File: src/rtl/mult_div_sequencer.sv
// Iterative unsigned MULTU/DIVU sequencer that owns the architectural HI/LO pair.
// It takes WIDTH cycles per multiply/divide and also handles MTHI/MTLO writes.
module mult_div_sequencer #(
  parameter int WIDTH = 32
) (
  input  logic             clk,
  input  logic             reset,
  input  logic             start_i,
  input  logic [1:0]       op_i,
  input  logic [WIDTH-1:0] a_i,
  input  logic [WIDTH-1:0] b_i,
  output logic             busy_o,
  output logic             done_o,
  output logic             div_by_zero_o,
  output logic [WIDTH-1:0] hi_o,
  output logic [WIDTH-1:0] lo_o
);

  localparam int CW = (WIDTH > 1) ? $clog2(WIDTH) : 1;
  localparam logic [1:0] OP_MULTU = 2'b00;
  localparam logic [1:0] OP_DIVU  = 2'b01;
  localparam logic [1:0] OP_MTHI  = 2'b10;
  localparam logic [1:0] OP_MTLO  = 2'b11;

  typedef enum logic [1:0] {IDLE, RUN, DONE} state_t;

  state_t state, state_next;

  // The accumulator's top bit is always zero between steps, so only WIDTH bits are kept.
  logic [WIDTH-1:0] acc, work, operand, hi, lo;
  logic [WIDTH-1:0] acc_next, work_next;
  logic [WIDTH:0]   sum, shifted, diff;
  logic [CW-1:0]    count;
  logic             is_div, dbz, accept, last_step;

  assign accept    = start_i && (state != RUN);
  assign last_step = (state == RUN) && (count == CW'(WIDTH - 1));

  always_ff @(posedge clk or negedge reset) begin
    if (!reset) state <= IDLE;
    else        state <= state_next;
  end

  always_comb begin
    state_next = state;
    case (state)
      IDLE, DONE: begin
        state_next = IDLE;
        if (start_i) begin
          case (op_i)
            OP_MULTU: state_next = RUN;
            OP_DIVU:  state_next = (b_i == '0) ? DONE : RUN;
            default:  state_next = IDLE;
          endcase
        end
      end
      RUN:     if (count == CW'(WIDTH - 1)) state_next = DONE;
      default: state_next = IDLE;
    endcase
  end

  always_comb begin
    busy_o        = (state == RUN);
    done_o        = (state == DONE);
    div_by_zero_o = (state == DONE) && dbz;
    hi_o          = hi;
    lo_o          = lo;
  end

  // The borrow out of the trial subtraction doubles as the "remainder < divisor" test.
  always_comb begin
    sum       = '0;
    shifted   = '0;
    diff      = '0;
    acc_next  = acc;
    work_next = work;
    if (is_div) begin
      shifted   = {acc, work[WIDTH-1]};
      diff      = shifted - {1'b0, operand};
      work_next = {work[WIDTH-2:0], ~diff[WIDTH]};
      acc_next  = diff[WIDTH] ? shifted[WIDTH-1:0] : diff[WIDTH-1:0];
    end else begin
      sum       = {1'b0, acc} + (work[0] ? {1'b0, operand} : {(WIDTH+1){1'b0}});
      acc_next  = sum[WIDTH:1];
      work_next = {sum[0], work[WIDTH-1:1]};
    end
  end

  always_ff @(posedge clk or negedge reset) begin
    if (!reset) begin
      acc     <= '0;
      work    <= '0;
      operand <= '0;
      hi      <= '0;
      lo      <= '0;
      count   <= '0;
      is_div  <= 1'b0;
      dbz     <= 1'b0;
    end else if (accept) begin
      count <= '0;
      acc   <= '0;
      case (op_i)
        OP_MULTU: begin
          work    <= b_i;
          operand <= a_i;
          is_div  <= 1'b0;
        end
        OP_DIVU: begin
          work    <= a_i;
          operand <= b_i;
          is_div  <= 1'b1;
          if (b_i == '0) begin
            hi  <= a_i;
            lo  <= '1;
            dbz <= 1'b1;
          end
        end
        OP_MTHI: hi <= a_i;
        default: lo <= a_i;
      endcase
    end else if (state == RUN) begin
      acc   <= acc_next;
      work  <= work_next;
      count <= count + CW'(1);
      // HI/LO are committed only on the final step so they never expose partial results.
      if (last_step) begin
        hi  <= acc_next;
        lo  <= work_next;
        dbz <= 1'b0;
      end
    end
  end

endmodule

File: config.mk
export PLATFORM = sky130hd
export DESIGN_NAME = mult_div_sequencer
export DESIGN_NICKNAME = d
export VERILOG_FILES = /design/src/rtl/mult_div_sequencer.sv
export SDC_FILE = /design/constraint.sdc
export NUM_CORES = 1
export LEC_CHECK = 0
export BUFFER_PORTS_ARGS = -buffer_cell sky130_fd_sc_hd__clkbuf_2
export CORE_MARGIN = 2
export CORE_UTILIZATION = 30
export CTS_CLUSTER_DIAMETER = 120
export DETAILED_ROUTE_END_ITERATION = 8
export PLACE_DENSITY_LB_ADDON = 0.3
export SKIP_CTS_REPAIR_TIMING = 1
export SYNTH_ARGS = -nofsm -noshare
export SYNTH_HDL_FRONTEND = slang
export SYNTH_SLANG_ARGS = --single-unit
File: constraint.sdc
create_clock -name clk -period 4.96 [get_ports clk]
set_clock_uncertainty 0.15 [all_clocks]
set_input_delay 0.992 -clock clk [delete_from_list [all_inputs] [get_ports clk]]
set_output_delay 0.992 -clock clk [all_outputs]
set_load 0.03 [all_outputs]
* Word-level counts from Yosys, hierarchy flattened
Index checks and enable logic that the tools add are counted.
** Word-level totals
- Logic and storage cells :: 75
- Bits of input ports :: 69
- Output and inout port bits :: 67
- Register bits after elaboration :: 169
** Operators by class
- Reduce and logical (&&, ||, !) cells :: 16
- Bitwise logic cells :: 1
- Add/subtract/negate cells :: 3
- Multiplexer cells :: 33
- Equality and inequality tests :: 13
** Operator list (count)
- $mux 32 :: 16
- $pmux 32 s2 :: 4
- $add 32x32->33 :: 1
- $sub 33x32->33 :: 1
- $logic_not 32->1 :: 1
- $reduce_and 4->1 :: 3
- $mux 5 :: 2
- $ne 2x1->1 const B :: 4
- $pmux 2 s2 :: 2
- $mux 2 :: 3
- $ne 3x1->1 const B :: 2
- $reduce_bool 2->1 :: 3
- $add 5x1->5 const B :: 1
- $eq 5x5->1 const B :: 1
- $mux 1 :: 5
- $eq 2x1->1 const B :: 2
- $eq 2x2->1 const B :: 2
- $logic_not 2->1 :: 2
- $reduce_and 2->1 :: 2
- $reduce_or 2->1 :: 2
- $logic_and 1x1->1 :: 3
- $ne 3x3->1 const B :: 1
- $ne 2x2->1 const B :: 1
- $pmux 1 s2 :: 1
- $not 1->1 :: 1

* Logic depth before layout (Yosys ltp)
- Depth after elaboration :: 6
- Mapped depth :: 16
- Gate-level depth less buffers :: 14

* Worst setup path before layout
Ideal clock, no wire load.
- Kind :: input -> register
- Start :: input port b_i[27]
- End :: register hi[23] (netlist: hi_o[23])
- Stages :: 10
- Data required time :: 4.716 ns
- Setup time :: 0.094 ns
- Path buffers :: 2
- Path slack :: 1.835 ns
- Data arrival time :: 2.881 ns
- Path through :: nor4_1 nand4_1 nor2_1 nand2_1 mux2_2 o21ai_0 clkbuf_1 clkbuf_1 nor2_1 a211oi_1
** Between the ends
- Word-level cells in the longest chain between the ends :: 3
** Ends and longest elaborated chain
- from (decl) :: line 11 : input logic [WIDTH-1:0] b_i,
- $logic_not 32->1 :: line 112 : if (b_i == '0) begin
- $ne 3x3->1 (no source line)
- $reduce_and 4->1 (no source line)
- to (signal assigned) :: line 113 : hi <= a_i;
- to (signal assigned) :: line 118 : OP_MTHI: hi <= a_i;
- to (signal assigned) :: line 127 : hi <= acc_next;
- to (decl) :: line 30 : logic [WIDTH-1:0] acc, work, operand, hi, lo;
No other way between the ends.
A chain may end at the register's enable or synchronous reset.

* Final worst setup path
- Start :: register work[31]
- End :: register hi[9] (netlist: hi_o[9])
** Between the ends
- Word-level cells in the longest chain between the ends :: 6
** Ends and longest elaborated chain
- from (decl) :: line 30
- from (signal assigned) :: line 104 : work <= b_i;
- from (signal assigned) :: line 109 : work <= a_i;
- from (signal assigned) :: line 123 : work <= work_next;
- $sub 33x32->33 :: line 79 : diff = shifted - {1'b0, operand};
- $mux 32 :: line 81 : acc_next = diff[WIDTH] ? shifted[WIDTH-1:0] : diff[WIDTH-1:0];
- $mux 32 :: line 77 : if (is_div) begin
- $mux 32 :: line 126 : if (last_step) begin
- $mux 32 :: line 121 : end else if (state == RUN) begin
- $mux 32 :: line 99 : end else if (accept) begin
No other way between the ends. The select of a mux whose other input is x is not followed.

==> impl_metrics.py <==
metrics = {
    "run_status": {
        "status": "completed",
    },
    "floorplan": {
        "fp.coreArea_um2": 40900,
        "start_util_pct": 30.4,
        "die_h_um": 208,
        "pin_count": 136,
        "dieArea_um2": 43200,
        "rows": 74,
        "dieWidth_um": 208,
    },
    "setup_path": {
        "cp-start-kind": "register",
        "crit_buf_inv": 3,
        "worstPathRequired_ns": 5.17,
        "slowest_stage": "nand4_4",
        "rrSetupSlack_ns": 0.84,
        "cpPeakStageDelay_ns": 0.43,
        "cp-end-kind": "register",
        "cp_max_fo": 24,
        "cp.arrival_ns": 4.33,
        "cp_cell_sequence": "inv_1, ha_1, inv_1, fa_1, a211oi_1, o21ai_1, o211ai_1, and2_1, a211o_1, nand4_4, buf_4, mux2i_1, nand2_1, o21ai_0, a211oi_1",
        "path_delay_family": "compound AO/OA/AOI/OAI gates",
        "path_class": "register to register",
    },
    "timing": {
        "rsz0062_at_grt": "no",
        "slew_violations": 0,
        "hold_slack_ns": 0.333,
        "max_slew_margin_pct": 18.0,
        "period_share_pct": 83.1,
        "worstMarginPinSlew_ns": 1.23,
        "finalSetupViolCount": 0,
        "fin_setup_tns_ns": 0,
        "finalHoldViolations": 0,
        "max_freq_mhz": 243,
        "min_period_ns": 4.12,
    },
    "yosys": {
        "synth-seq-cells": 169,
        "syn_nets": 1626,
        "ys_types": 68,
        "synth-async-reset-ratio_pct": 100,
        "synthFlopType": "dfrtp_1",
        "netlist.area_leader.share_pct": 34.0,
        "synth_area_um2": 12500,
        "syn_inst": 1489,
        "yosysTopAreaCell": "dfrtp_1",
        "synth_edf_count": 0,
        "syn_avg_cell_area_um2": 8.36,
        "synth-warning-count": 0,
        "seq_area_frac_synth_pct": 34.0,
        "synthTopCellsByArea": "dfrtp_1 (34%), ha_1 (6.6%), nor2_1 (5.0%)",
    },
    "power": {
        "p_leak_nw": 6.64,
        "finalPower_mw": 12.4,
        "irDropWorstVdd_mv": 0.340,
        "power.density_nw_per_um2": 872,
    },
    "route": {
        "firstDrtPassIters": 5,
        "antenna_left": 0,
        "wire_per_inst_um": 19.7,
        "finalWirelength_um": 41800,
        "via_per_inst": 5.53,
        "drtIter0Drc": 900,
        "via_count": 11700,
        "drc_errors": 0,
    },
    "placed_design": {
        "portBuffers": 135,
        "dp_hpwl_um": 30800,
        "gp_congestion": 0.930,
        "dp.cells": 2086,
    },
    "final_layout": {
        "num-nets-final": 1710,
        "multi_input_area_um2": 7660,
        "instances_no_fill": 2118,
        "n_fill_cell": 4291,
        "fin_util_pct": 34.7,
        "regArea_um2": 4230,
        "num_antenna_cells": 0,
        "layout-drive-gt1-share_pct": 16.3,
        "area_growth_pct": 14.1,
    },
    "clocking": {
        "tritoncts.num_buffers": 17,
        "clockBufferDepth": 2,
        "cts_sinks": 169,
        "htreeDepth": 4,
        "root_buffer": "clkbuf_16",
        "clk_transition_reported_paths_ns": 0.07,
        "cts_tree": "done",
        "clock_latency_ns": 0.46,
    },
    "worst_hold_path": {
        "hold_path.class": "register to register",
    },
    "grt": {
        "track_usage_pct": 19.2,
        "grt_pass1_wl_um": 66200,
        "grt_pass1_vias": 11200,
        "grt_overflow": 0,
        "antenna_found_initial": 0,
        "grt_max_degree": 74,
    },
    "run": {
        "drv_cap": 0,
    },
}
-- kinds of logic (layout without fill, tap and decap cells) --
kind of cell	Yosys count	count (layout)	synth area share, %
and+or+nand+nor	519	519	19.4
AOI/OAI and AO/OA	442	442	23.1
DFF	169	169	34.0
buffers and inverters	142	239	4.76
muxes	95	95	8.02
adders and majority gates	68	68	6.95
xor gates and xnor gates	54	54	3.80
-- Yosys cell counts, drive strengths merged, types with 33 or more instances --
master  count
nor2      167
nand2     149
nand3      41
a211oi     54
o21ai      89
clkbuf     71
a311oi     33
a21o       60
mux2       38
dfrtp     169
inv        42
mux2i      57
xnor2      33
a21oi     121
and2       42
nor2b      35
ha         66
-- cell usage in the layout, fill, tap and decap left out, types with 4 or more instances in the layout --
master and n:
a211o_1 6, a211oi_1 48, a211oi_2 6, a21o_1 60
a21oi_1 120, a311oi_1 33, a31o_2 5, a31oi_1 21
a41oi_1 4, and2_1 42, and3_1 20, buf_4 26
clkbuf_16 17, clkbuf_2 134, clkinv_2 4, dfrtp_1 168
ha_1 66, inv_1 42, mux2_2 37, mux2i_1 57
nand2_1 149, nand2b_1 6, nand3_1 40, nand4_1 8
nor2_1 163, nor2b_1 34, nor3_1 25, nor4_1 12
o211ai_1 9, o21a_1 7, o21ai_0 59, o21ai_1 29
o21bai_1 8, o31ai_1 4, xnor2_1 33, xor2_1 21
-- state kept, by name (all words and copies together), names as in the netlist --
register	count
acc	32
count	5
dbz	1
hi_o	32
is_div	1
lo_o	32
operand	32
state	2
work	32
-- layer usage --
metal	GRT usage [%]	wire, um	vias up
li1	-	-	5517
met4	5.60	835	0
met1	27.4	19800	5773
met5	0	0	-
met3	2.18	2170	42
met2	30.5	19000	370
-- layout make-up --
| cell class | instances | share of cell area [%] |
|---|---|---|
| clock inverters | 13 | 1.02 |
| repair buffers | 162 | 6.31 |
| well taps | 532 | 4.68 |
| flip-flops and latches | 169 | 29.8 |
| multi-input cells | 1178 | 53.9 |
| clock buffers | 19 | 3.12 |
| inverters | 45 | 1.19 |
-- final timing paths --
| check | start | to | cells past startpoint |
|---|---|---|---|
| setup / recovery | work[31] | hi_o[9] | 15 |
| hold / removal | count[3] | count[3] | 1 |
| setup reg to reg | work[31] | hi_o[9] | 15 |
| hold reg to reg | count[3] | count[3] | 1 |
| max in group asynchronous | reset | count[4] | 2 |
| min in group asynchronous | reset | lo_o[4] | 1 |
-- worst register-to-register path, delay by kind of cell, from the launching register on --
family | cells | cell delay (ns)
buffers and inverters | 3 | 0.64
and+or+nand+nor | 3 | 0.78
muxes | 1 | 0.17
DFF | 1 | 0.41
adders and majority gates | 2 | 0.61
AOI/OAI and AO/OA | 6 | 1.26
-- power by group --
group	total, mW	internal (mW)	switching [mW]
Clock	1.40	0.762	0.640
Combinational	8.20	3.28	4.92
Sequential	2.80	2.08	0.722
Total	12.4	6.12	6.28
-- metrics by stage --
stage	worst slack, ns	area (um^2)
6_report	0.839	14200
5_1_grt	0.552	14200
4_1_cts	0.876	14200
3_5_place_dp	0.917	13600
3_3_place_gp	0.999	13600
2_1_floorplan	1.84	12500
Note: power is estimated with default switching activity, not from simulation.
